`config.mk`:
```
export PLATFORM = sky130hd
export DESIGN_NAME = alu_scheduler
export DESIGN_NICKNAME = d
export VERILOG_FILES = /design/src/rtl/cpu16_pkg.sv /design/src/rtl/rr_arbiter2.sv /design/src/rtl/alu_scheduler.sv
export SDC_FILE = /design/constraint.sdc
export NUM_CORES = 1
export LEC_CHECK = 0
export CAP_MARGIN = 10
export CORE_AREA = 4 4 63 65
export CTS_CLUSTER_SIZE = 14
export DETAILED_ROUTE_END_ITERATION = 8
export DIE_AREA = 0 0 67 69
export DONT_BUFFER_PORTS = 1
export PLACE_DENSITY_LB_ADDON = 0.3
export SETUP_SLACK_MARGIN = 0.3
export SLEW_MARGIN = 20
export SYNTH_ARGS = -nofsm -noshare
export SYNTH_HDL_FRONTEND = slang
export SYNTH_SLANG_ARGS = --single-unit
```
`constraint.sdc`:
```
create_clock -name clk -period 5.1 [get_ports clk]
set_input_delay 1.53 -clock clk [delete_from_list [all_inputs] [get_ports clk]]
set_output_delay 1.53 -clock clk [all_outputs]
set_load 0.01 [all_outputs]
```
`src/rtl/cpu16_pkg.sv`:
```
// Shared CPU16 definitions: ALU opcode map, flag register layout and opcode legality.
package cpu16_pkg;

  typedef enum logic [4:0] {
    OP_ADD   = 5'd0,  OP_SUB   = 5'd1,  OP_ADC   = 5'd2,  OP_SBC   = 5'd3,
    OP_ADDZ  = 5'd4,  OP_ADDNZ = 5'd5,  OP_ADDC  = 5'd6,  OP_ADDNC = 5'd7,
    OP_SUBZ  = 5'd8,  OP_SUBNZ = 5'd9,  OP_SUBC  = 5'd10, OP_SUBNC = 5'd11,
    OP_ADCZ  = 5'd12, OP_ADCNZ = 5'd13, OP_ADCC  = 5'd14, OP_ADCNC = 5'd15,
    OP_SBCZ  = 5'd16, OP_SBCNZ = 5'd17, OP_SBCC  = 5'd18, OP_SBCNC = 5'd19,
    OP_INC   = 5'd20, OP_DEC   = 5'd21, OP_AND   = 5'd22, OP_NAND  = 5'd23,
    OP_OR    = 5'd24, OP_XOR   = 5'd25, OP_SHL   = 5'd26, OP_SHR   = 5'd27
  } alu_op_e;

  localparam int ALU_OP_MAX = 27;

  typedef struct packed {
    logic z;
    logic c;
  } flags_t;

  function automatic logic opIsLegal(input logic [4:0] op);
    return op <= 5'(ALU_OP_MAX);
  endfunction

endpackage

```
`src/rtl/rr_arbiter2.sv`:
```
// Two-way round-robin arbiter; the port not granted last wins a tie.
module rr_arbiter2 (
  input  logic       clk,
  input  logic       rst,
  input  logic [1:0] req,
  input  logic       advance,
  output logic [1:0] gnt
);

  logic last;

  always_comb begin
    gnt = 2'b00;
    case (req)
      2'b01:   gnt = 2'b01;
      2'b10:   gnt = 2'b10;
      2'b11:   gnt = last ? 2'b01 : 2'b10;
      default: gnt = 2'b00;
    endcase
  end

  always_ff @(posedge clk or posedge rst) begin
    if (rst) begin
      last <= 1'b1;
    end else if (advance) begin
      last <= gnt[1];
    end
  end

endmodule

```
`src/rtl/alu_scheduler.sv`:
```
// Shares one combinational ALU between execute (port 0) and AGU (port 1),
// owns the Z/C flag register and holds each result in a one-entry response buffer.
module alu_scheduler
  import cpu16_pkg::*;
#(
  parameter int N_REQ = 2
) (
  input  logic            clk,
  input  logic            rst,
  input  logic [1:0]      req_valid,
  output logic [1:0]      req_ready,
  input  logic [1:0][4:0] req_op,
  input  logic [1:0][15:0] req_a,
  input  logic [1:0][15:0] req_b,
  input  logic [1:0]      req_upd_flags,
  output logic            resp_valid,
  input  logic            resp_ready,
  output logic            resp_port,
  output logic [15:0]     resp_result,
  output logic            resp_cond_met,
  output logic            resp_illegal,
  input  logic            flags_load,
  input  logic [1:0]      flags_in,
  output logic            flag_z,
  output logic            flag_c,
  output logic [15:0]     alu_a,
  output logic [15:0]     alu_b,
  output logic [4:0]      alu_op,
  output logic            alu_enable,
  output logic            alu_zero_in,
  output logic            alu_carry_in,
  input  logic [16:0]     alu_out,
  input  logic            alu_zero_out,
  input  logic            alu_carry_out,
  input  logic            alu_cond_met
);

  if (N_REQ != 2) begin : gReqCheck
    $error("alu_scheduler supports exactly two requesters");
  end

  typedef enum logic {EMPTY, FULL} bufState_e;

  bufState_e  state;
  flags_t     flags;
  logic       canAccept;
  logic [1:0] reqGated;
  logic [1:0] gnt;
  logic       grant;
  logic       winPort;
  logic [4:0] winOp;
  logic       winUpd;
  logic       winLegal;
  logic       unusedAluMsb;

  // Refill is allowed in the same cycle the consumer drains a full buffer.
  assign canAccept = !rst && ((state == EMPTY) || resp_ready);
  assign reqGated  = req_valid & {2{canAccept}};

  rr_arbiter2 uArb (
    .clk     (clk),
    .rst     (rst),
    .req     (reqGated),
    .advance (grant),
    .gnt     (gnt)
  );

  assign grant    = |gnt;
  assign winPort  = gnt[1];
  assign winOp    = req_op[winPort];
  assign winUpd   = req_upd_flags[winPort];
  assign winLegal = opIsLegal(winOp);

  assign req_ready    = gnt;
  assign alu_enable   = grant;
  assign alu_a        = grant ? req_a[winPort] : 16'h0000;
  assign alu_b        = grant ? req_b[winPort] : 16'h0000;
  assign alu_op       = grant ? winOp : 5'd0;
  assign alu_zero_in  = flags.z;
  assign alu_carry_in = flags.c;
  assign flag_z       = flags.z;
  assign flag_c       = flags.c;
  assign resp_valid   = (state == FULL);
  assign unusedAluMsb = alu_out[16];

  always_ff @(posedge clk or posedge rst) begin
    if (rst) begin
      state         <= EMPTY;
      resp_port     <= 1'b0;
      resp_result   <= 16'h0000;
      resp_cond_met <= 1'b0;
      resp_illegal  <= 1'b0;
    end else if (grant) begin
      state         <= FULL;
      resp_port     <= winPort;
      resp_result   <= winLegal ? alu_out[15:0] : 16'h0000;
      resp_cond_met <= winLegal & alu_cond_met;
      resp_illegal  <= !winLegal;
    end else if (resp_ready) begin
      state <= EMPTY;
    end
  end

  // An explicit load overrides any ALU flag write in the same cycle.
  always_ff @(posedge clk or posedge rst) begin
    if (rst) begin
      flags <= '0;
    end else if (flags_load) begin
      flags <= flags_t'(flags_in);
    end else if (grant && winUpd && alu_cond_met && winLegal) begin
      flags <= flags_t'({alu_zero_out, alu_carry_out});
    end
  end

endmodule
```
==> flow_summary.ini, run 1 <==
[status]
status = complete, no violations

[routing]
routed_wl_microns = 4520
drt-vias-per-instance = 6.65
drtIter0Drc = 39
routedWlPerCell_microns = 28.1
ant_nets = 0
drc = 0
drtPass1Iterations = 4
via_count = 1071

[clock_tree]
cts.sinks = 23
clockBufferDepth = 2
tritoncts = yes
clk_pin_slew_ns = 0.11
clock_latency_ns = 0.31
cts-resized-gates = 0
h-tree-depth = 1
cts_made_buffers = 3
clockRootBuffer = clkbuf_4
hold_buffers = 0
post_cts_buffers = 0

[power_and_ir_drop]
power.total_w = 0.000453
powerDensity_nw_per_um2 = 323
p_leak_nw = 0.617
vdd_drop_max_uv = 161

[setup_path]
startpoint_type = primary input
worst_setup_path_end_kind = primary output
worstPathArrival_ns = 2.69
cp_max_fo = 37
ff2ff_path_depth = 5
worst-setup-path-type = primary input to primary output
required_ns = 3.57

[global_routing]
grt_pass1_wl_microns = 6240
use_met1_pct = 17.1
overflow = 0
top_usage_layer = met2
grt_pass1_vias = 1119
grt_antenna_before_repair = 0
grt_usage_pct = 17.9
grtUsageMet2_pct = 34.3
grt_start_max_net_pins = 39
grtUsageMet3_pct = 5.03

[floorplanning]
die_h_microns = 69
rows = 21
ios = 168
start_util_pct = 40.0
die_area_sq_um = 4620
die_x_microns = 67
coreArea_sq_um = 3340

[logic_synthesis]
synth.most_common_cell = a22o_1
synth_cell_types = 31
synthesis.nets = 224
synth_seq_area_share_pct = 43.2
synthCells = 120
synth_area_sq_um = 1340
synth_common_cells = a22o_1, dfrtp_1, clkbuf_1
synth.area.top_cells = dfrtp_1, a22o_1, dfstp_2
syn_avg_cell_area_sq_um = 11.1
synth.top_cell.area_share_pct = 41.2
yosysWarnings = 0
synth-edff-count = 0
synth-seq-cells = 23
yosys_most_used_dff = dfrtp_1
yosysTopAreaCell = dfrtp_1
async_reset_ff_share_pct = 100

[cells_and_area]
seqCellArea_sq_um = 577
multi_input_area_sq_um = 688
n_antenna_cell = 0
nFillCells = 322
nets = 220
utilization_pct = 42.0
drive_above_1_share_pct = 13.9
layout-area-overhead-vs-synth_pct = 4.96
fin_area_sq_um = 1400

[min_path]
min_path_cells = 1
hp-class = flip-flop to flip-flop

[sta]
setup_tns_ns = 0
timing.final.crit_share_pct = 82.7
rsz0062_at_grt = no
max_freq_mhz = 237
drv_slew = 0
tightestPinTransition_ns = 0.604
period_needed_ns = 4.22
setup_viol = 0
finClkSkew_ns = 0.00744
hold_viol_final = 0
hold_slack_ns = 0.542
max_slew_margin_pct = 59.7

[placed_design]
dpl_cell_area_sq_um = 1370
place.gp.congestion = 0.789
dp_hpwl_microns = 3850
portBuffers = 0

[run]
max_cap_violations = 0
[registers in the layout, summed over array words and instances (netlist names)]
name,flops
resp_valid,1
alu_zero_in,1
resp_illegal,1
uArb.last,1
resp_cond_met,1
resp_port,1
resp_result,16
alu_carry_in,1
[through the flow]
step                      setup slack, ns  instances
after floorplan                     0.931        120
after global placement              0.860        157
after detailed placement            0.875        157
after CTS                           0.872        161
after global routing                0.786        161
final                               0.882        161
[placed cells by master, fill, tap and decap left out, drive strengths merged]
| master | n |
|---|---|
| nand2 | 2 |
| o31a | 1 |
| a21o | 2 |
| nor2 | 3 |
| and3 | 1 |
| mux2i | 2 |
| clkbuf | 3 |
| mux2 | 4 |
| or2b | 1 |
| a21oi | 1 |
| inv | 4 |
| dfrtp | 22 |
| a22o | 52 |
| nand3 | 2 |
| o2111ai | 1 |
| a21bo | 1 |
| or2 | 1 |
| nor2b | 1 |
| nand2b | 1 |
| o21ai | 2 |
| dfstp | 1 |
| clkinvlp | 1 |
| buf | 3 |
| nor4 | 2 |
| nor3 | 1 |
[worst paths after layout]
| check | start | to | slack (ns) |
|---|---|---|---|
| worst max-delay path | resp_ready | alu_b[15] | 0.88 |
| worst max register to register | resp_valid | alu_zero_in | 3.10 |
| min in group asynchronous | rst | resp_valid | 1.15 |
| max in group asynchronous | rst | uArb.last | 3.66 |
| worst min register to register | uArb.last | uArb.last | 0.54 |
| worst min-delay path | uArb.last | uArb.last | 0.54 |
[where the power goes]
part           switching (W)  internal [W]
Sequential         0.0000397      0.000215
Clock              0.0000521     0.0000299
Combinational      0.0000647     0.0000514
Total               0.000157      0.000296
[layer usage]
metal	up-vias	wire (microns)
met4	0	85
met5	-	0
met2	88	2480
li1	466	-
met1	508	1430
met3	9	522
[area by class of cell]
class,instances,area share (%)
clock inverter,1,0.535
sequential,23,41.1
clock buffer,3,1.61
tap,46,4.10
multi-input combinational,81,49.1
inverter,4,1.07
timing repair buffer,3,2.50
[critical path, stage by stage]
cell,delay [ns]
nor2b_1,0.07
nor2_1,0.13
nand3_1,0.15
inv_2,0.48
a22o_1,0.32
[cell families (layout without fill, tap and decap cells)]
| group | after synthesis | count (layout) | share of synthesized area [%] |
|---|---|---|---|
| muxes | 6 | 6 | 4.87 |
| buffers and inverters | 16 | 11 | 5.71 |
| DFF | 23 | 23 | 43.2 |
| and+or+nand+nor | 15 | 15 | 7.40 |
| AOI/OAI and AO/OA | 60 | 60 | 38.9 |
(Power assumes the default switching activity.)
==> run 2: changes to the inputs <==
==> constraint.sdc (replaced) <==
create_clock -name clk -period 3.4 [get_ports clk]
set_input_delay 1.02 -clock clk [delete_from_list [all_inputs] [get_ports clk]]
set_output_delay 1.02 -clock clk [all_outputs]
set_load 0.01 [all_outputs]
==> flow_summary.ini, run 2 (synthesis gave the netlist of run 1 again) <==
[sta]
max_freq_mhz = 329
max_slew_margin_pct = 74.5
setup_tns_ns = 0
hold_viol_final = 0
rsz0062_at_grt = yes
drv_slew = 0
period_needed_ns = 3.04
finClkSkew_ns = 0.0165
setup_viol = 0
tightestPinTransition_ns = 0.382
timing.final.crit_share_pct = 89.5

[floorplanning]
die_h_microns = 69
coreArea_sq_um = 3340
die_area_sq_um = 4620
ios = 168
start_util_pct = 40.0
die_x_microns = 67
rows = 21

[cells_and_area]
fin_area_sq_um = 1420
nets = 221
final_common_cell = a22o_1
largest_register_ffs = 16
drive_above_1_share_pct = 15.5
layout-area-overhead-vs-synth_pct = 5.90
layout_common_cells = a22o_1, dfrtp_1, inv_1, clkbuf_4, buf_4
nFillCells = 332
n_antenna_cell = 0
utilization_pct = 42.4
top_register = resp_result

[routing]
drc = 0
drtIter0Drc = 56
routedWlPerCell_microns = 28.0
routed_wl_microns = 4540
drt-vias-per-instance = 6.77
via_count = 1096
drtPass1Iterations = 4
ant_nets = 0

[setup_path]
cp_slowest_cell = buf_12
required_ns = 2.38
path_cells = a21bo_4, nor3_2, buf_12, mux2i_1, nor2_1
startpoint_type = primary input
cpLargestDelayFamily = simple AND/OR/NAND/NOR gates
worst_setup_path_end_kind = primary output
worstPathArrival_ns = 2.02
cp_max_fo = 40
max_stage_delay_ns = 0.24
critPathBufInv = 1
worst-setup-path-type = primary input to primary output

[power_and_ir_drop]
powerDensity_nw_per_um2 = 485
internal_power_w = 0.000446
seq_power_share_pct = 55.7
power.total_w = 0.000687
p_sw_w = 0.000241
p_leak_nw = 0.622
switching_share_pct = 35.1
vdd_drop_max_uv = 346
combPwrFrac_pct = 25.5
clkPwrFrac_pct = 18.7

[clock_tree]
tritoncts = yes
post_cts_buffers = 0
h-tree-depth = 1
clock_latency_ns = 0.32
clockRootBuffer = clkbuf_4
clk_pin_slew_ns = 0.12
hold_buffers = 0
cts_made_buffers = 3
clockBufferDepth = 2
cts.sinks = 23

[placed_design]
place.gp.congestion = 0.720
dp_hpwl_microns = 3820
dpl_cell_area_sq_um = 1380
portBuffers = 0

[global_routing]
grt_pass1_vias = 1078
grt_start_max_net_pins = 41
grt_pass1_wl_microns = 6200
overflow = 0
grt_usage_pct = 17.6
grt_antenna_before_repair = 0

[status]
status = complete, no violations

[run]
max_cap_violations = 0

[min_path]
hp-class = flip-flop to flip-flop
-- run 2: worst register-to-register path: stages, from the launching register on --
cell,delay [ns]
dfrtp_1,0.46
nor2b_2,0.21
o31a_1,0.27
nor4_2,0.37
mux2_1,0.36
mux2_2,0.26
-- run 2: per-stage QoR --
stage | hold slack (ns) | std cells | worst slack [ns]
final | 0.540 | 162 | 0.357
after global routing | 0.549 | 162 | 0.299
after floorplan | 0.505 | 120 | 0.322
after global placement | 0.511 | 158 | 0.269
after CTS | 0.543 | 162 | 0.347
after detailed placement | 0.526 | 158 | 0.233
-- run 2: per-layer routing --
metal / global-route usage (%) / vias up / routed length [microns]
li1: - / 473 / -
met1: 17.7 / 507 / 1490
met2: 33.4 / 108 / 2440
met3: 5.68 / 8 / 556
met4: 4.73 / 0 / 49
met5: 0 / - / 0
-- run 2: final timing paths --
check / from / to / slack, ns / cells past startpoint
setup / recovery: req_valid[1] / alu_op[2] / 0.36 / 5
hold reg to reg: uArb.last / uArb.last / 0.54 / 1
hold / removal: uArb.last / uArb.last / 0.54 / 1
setup reg to reg: resp_valid / alu_zero_in / 1.39 / 5
min in group asynchronous: rst / resp_result[8] / 0.63 / 2
max in group asynchronous: rst / uArb.last / 2.47 / 2
-- run 2: area by class of cell --
cell class | instances | area (sq um) | share of cell area (%)
Clock buffer | 3 | 22.5 | 1.59
Clock inverter | 1 | 7.51 | 0.531
Multi-Input combinational cell | 81 | 691 | 48.8
Tap cell | 46 | 57.6 | 4.07
Sequential cell | 23 | 577 | 40.8
Timing Repair Buffer | 4 | 42.5 | 3.01
Inverter | 4 | 17.5 | 1.24
-- run 2: repair_timing --
action / CTS / global route
endpoints found under the setup margin: 36 / 37
cloned: 0 / 0
gates resized for setup: 1 / 1
-- run 2: power groups by stage --
stage / logic [W] / clock network (W) / registers (W)
6_report: 0.000175 / 0.000129 / 0.000383
5_1_grt: 0.000192 / 0.000142 / 0.000389
4_1_cts: 0.000177 / 0.000130 / 0.000384
3_5_place_dp: 0.000178 / 0 / 0.000388
3_3_place_gp: 0.000170 / 0 / 0.000388
2_1_floorplan: 0.000155 / 0 / 0.000373
==> patch 1: new RTL, settings of run 2 <==
Reset style: synchronous (`rst`), changed in 3 clocked blocks.
--- a/src/rtl/rr_arbiter2.sv
+++ b/src/rtl/rr_arbiter2.sv
@@ -19,7 +19,7 @@
     endcase
   end
 
-  always_ff @(posedge clk or posedge rst) begin
+  always_ff @(posedge clk) begin
     if (rst) begin
       last <= 1'b1;
     end else if (advance) begin
--- a/src/rtl/alu_scheduler.sv
+++ b/src/rtl/alu_scheduler.sv
@@ -83,7 +83,7 @@
   assign resp_valid   = (state == FULL);
   assign unusedAluMsb = alu_out[16];
 
-  always_ff @(posedge clk or posedge rst) begin
+  always_ff @(posedge clk) begin
     if (rst) begin
       state         <= EMPTY;
       resp_port     <= 1'b0;
@@ -102,7 +102,7 @@
   end
 
   // An explicit load overrides any ALU flag write in the same cycle.
-  always_ff @(posedge clk or posedge rst) begin
+  always_ff @(posedge clk) begin
     if (rst) begin
       flags <= '0;
     end else if (flags_load) begin
Function: differs if rst is asserted again (counterexample within 4 cycles, from zero or initial values and one cycle with rst high); with rst held inactive, the same outputs for 10 cycles.
==> patch 1 against run 2 <==
  * Setup slack improved by 0.011 ns
  * Wire length up 19%
  * Hold slack got worse by 0.0055 ns
  * Synthesized area decreased by 0.94%
  * Count of clock-buffer cells in the layout did not move
  * Critical path type unchanged
  * Critical path depth increased by 2
  * Power shrank 15%
  * Clock skew decreased by 0.010 ns
  * Sequential cell count unchanged
  * Design area rose by 7.3%
==> patch 1: results (changes against run 2) <==
- Status: finished clean
- List of most frequent post-synthesis cells: a22o_1 (33), dfxtp_1 (23), nor2_1 (22), a22oi_1 (16), clkbuf_1 (10)
- Reg2reg end: alu_zero_in
- Hold Crit Start: resp_cond_met
- Async SR Flop Fraction: 0 (-1.00)
- GRT Util Overall: 0.203 (+0.0271)
- Routability congestion estimate: 0.838 (+16%)
- Worst Path Max Fanout: 7 (-83%)
- Share of cells above drive strength 1: 0.185 (+0.0303)
- Final worst-path cycle share: 0.892 (-0.00314)
- Cell Area, Placed: 1360 sq um (-1.3%)
- Sequential-to-total area share from yosys stat: 0.348 (-0.0838)
- Leakage: 0.604 nW (-2.8%)
- Reg2reg start: resp_valid
- Clock power share: 0.211 (+0.024)
- Comb pwr: 0.150 mW (-14%)
- Reg2Reg Setup Slack: 1.33 ns (-0.06 ns)
- Filler Cell Count: 338 (+1.8%)
- First-pass GRT wire length: 7.30 mm (+18%)
- Yosys cell types: 29 (-6.5%)
- Max Clock Skew: 0.00640 ns (-0.0101 ns)
- Worst slack, placed: 0.257 ns (+0.0236 ns)
- Worst Reg-to-Reg Cells: 7 (+2)
- Slew headroom: 0.731 (-0.0139)
- Via Count: 1318 (+20%)
-- patch 1: cell count changes in the layout (fill, tap and decap cells not counted), moves of 6 or more --
| cell | change |
|---|---|
| buf_4 | +6 |
| dfrtp_1 | -22 |
| a22oi_1 | +16 |
| a22o_1 | -19 |
| nor2_1 | +20 |
| dfxtp_1 | +23 |
-- patch 1: critical path, cell delays in order --
cell and delay [ns]:
inv_1 0.07, o21ai_2 0.07, nor3_4 0.28, buf_12 0.17, mux2i_1 0.19, nor2_1 0.06
buf_4 0.14
-- patch 1: area by class of cell --
class                      count  area [sq um]  area share
clock buffer                   3          22.5      0.0148
inverter                       3          11.3     0.00742
sequential                    23           460       0.303
tap                           46          57.6      0.0379
clock inverter                 1          5.00     0.00330
timing repair buffer          13           163       0.107
multi-input combinational    108           798       0.526
-- patch 1: logic make-up after synthesis --
family | synth area share
AOI/OAI and AO/OA | 0.400
and+or+nand+nor | 0.129
DFF | 0.348
buffers and inverters | 0.0766
muxes | 0.0463
-- patch 1: repair_timing --
item	in CTS	in global routing
setup endpoints to repair	7	2
buffers inserted	0	3
hold buffers	0	0
gates resized for setup	1	2
cloned	3	3
pin swaps	1	1
-- patch 1: per-stage QoR --
| step | hold slack, ns | cells |
|---|---|---|
| 2_1_floorplan | 0.476 | 148 |
| 3_5_place_dp | 0.507 | 184 |
| 3_3_place_gp | 0.508 | 184 |
| 5_1_grt | 0.564 | 197 |
| 4_1_cts | 0.532 | 191 |
| 6_report | 0.534 | 197 |
-- patch 1: layer usage --
metal | global-route usage | vias up | wire length (um) | part of all wire
met5 | 0 | - | 0 | 0
met4 | 0.0563 | 0 | 75 | 0.014
met3 | 0.0731 | 12 | 626 | 0.12
met2 | 0.366 | 109 | 2890 | 0.54
met1 | 0.217 | 616 | 1810 | 0.33
li1 | - | 581 | - | -
==> patch 2: new RTL, flow settings as in run 2 <==
Made on the original files. Put a register stage on the outputs `flag_z` and `flag_c`, cleared by the reset. The values now appear one clock later. The other outputs are not delayed to match.
--- a/src/rtl/alu_scheduler.sv
+++ b/src/rtl/alu_scheduler.sv
@@ -78,8 +78,15 @@
   assign alu_op       = grant ? winOp : 5'd0;
   assign alu_zero_in  = flags.z;
   assign alu_carry_in = flags.c;
-  assign flag_z       = flags.z;
-  assign flag_c       = flags.c;
+  always_ff @(posedge clk or posedge rst) begin
+    if (rst) begin
+      flag_z <= '0;
+      flag_c <= '0;
+    end else begin
+      flag_z <= flags.z;
+      flag_c <= flags.c;
+    end
+  end
   assign resp_valid   = (state == FULL);
   assign unusedAluMsb = alu_out[16];
 
Check against the original RTL: not equivalent (Yosys sat finds a counterexample within 4 cycles, from zero or initial values and one cycle with rst high).
==> patch 2 against run 2 <==
  * Core utilization up 1.3 points
  * Count of clock-buffer cells in the layout unchanged
  * Largest power group unchanged
  * Design area increased by 3.1%
  * Synthesized area up 2.6%
  * Setup slack improved by 0.0047 ns
  * Power up 5.4%
  * Clock power increased by 6%
  * Synthesized cell count stayed put
  * Sequential cell count grew 2
  * Wire length up 1.5%
==> patch 2: results (changes against run 2) <==
- Hold Crit Start: alu_carry_in
- Filler Cell Count: 318 (-4.2%)
- VDD IR-drop max: 0.247 mV (-29%)
- Setup bufs post-CTS: 0 (unchanged)
- Status: finished clean
- DP Cell Count: 159 (+0.63%)
- Vias in the first global route: 1122 (+4.1%)
- Min-Delay Endpoint: flag_c
- Sequential-to-total area share from yosys stat: 0.457 (+0.0255)
- Max reg flops: 16 (unchanged)
- First-pass GRT wire length: 6.44 mm (+4.0%)
- Post-CTS sizing: 2 (+1)
- GRT Util Overall: 0.183 (+0.00681)
- Yosys cell types: 30 (-3.2%)
- Worst Hold Depth: 0 (-1)
- Routed length per instance: 28.2 um (+0.83%)
- Reg2reg end: alu_carry_in
- Layout net count: 222 (+0.45%)
- Leakage: 0.645 nW (+3.7%)
- Worst slack, placed: 0.194 ns (-0.0399 ns)
- Share of cells above drive strength 1: 0.145 (-0.00987)
- Post-Route WL: 4.60 mm (+1.5%)
- Crit path DAT: 2.02 ns (about the same)
- DPL Wire Length: 3.87 mm (+1.4%)
- Slew headroom: 0.743 (-0.00206)
- Routability congestion estimate: 0.793 (+10%)
- DRT iter0 DRCs: 31 (-45%)
==> patch 2: cell count changes after synthesis <==
cell,before,now
buf_4,2,0
dfrtp_1,22,24
==> patch 2: kinds of logic after synthesis <==
family                 synth area share
AO/OA/AOI/OAI                     0.379
buffers and inverters            0.0447
flip-flops                        0.457
multiplexers                     0.0474
AND/OR/NAND/NOR                  0.0721
==> patch 2: final cells by class <==
class | count | area (sq um) | area share
inverters | 4 | 17.5 | 0.0120
well taps | 46 | 57.6 | 0.0395
multi-input cells | 81 | 691 | 0.473
flip-flops and latches | 25 | 627 | 0.430
clock inverters | 1 | 8.76 | 0.00600
repair buffers | 3 | 35.0 | 0.0240
clock buffers | 3 | 22.5 | 0.0154
==> patch 2: worst max-delay path by stage <==
stage	end	slack (ns)	from
final	alu_op[2]	0.36	req_valid[1]
after global routing	alu_op[2]	0.30	req_valid[1]
after CTS	alu_op[2]	0.35	req_valid[1]
after detailed placement	alu_a[9]	0.19	resp_ready
after global placement	alu_a[9]	0.25	resp_ready
after floorplan	alu_a[10]	0.32	req_valid[1]
==> patch 2: layer usage <==
layer	GRT usage	wire [um]	up-vias
met1	0.181	1440	533
li1	-	-	472
met2	0.342	2490	91
met3	0.0714	634	4
met5	0	0	-
met4	0.0495	31	0
==> patch 2: per-stage QoR <==
step / power (mW) / cell area, sq um / hold WS, ns
floorplan: 0.552 / 1370 / 0.429
global placement: 0.586 / 1420 / 0.457
detailed placement: 0.594 / 1420 / 0.459
CTS: 0.733 / 1460 / 0.489
global route: 0.765 / 1460 / 0.497
finish: 0.724 / 1460 / 0.482
==> patch 2: where the power goes <==
part	switching, mW	internal, mW	leakage, nW
Sequential	0.0622	0.349	0.305
Combinational	0.0982	0.0776	0.322
Clock	0.0890	0.0478	0.0183
Total	0.249	0.474	0.645
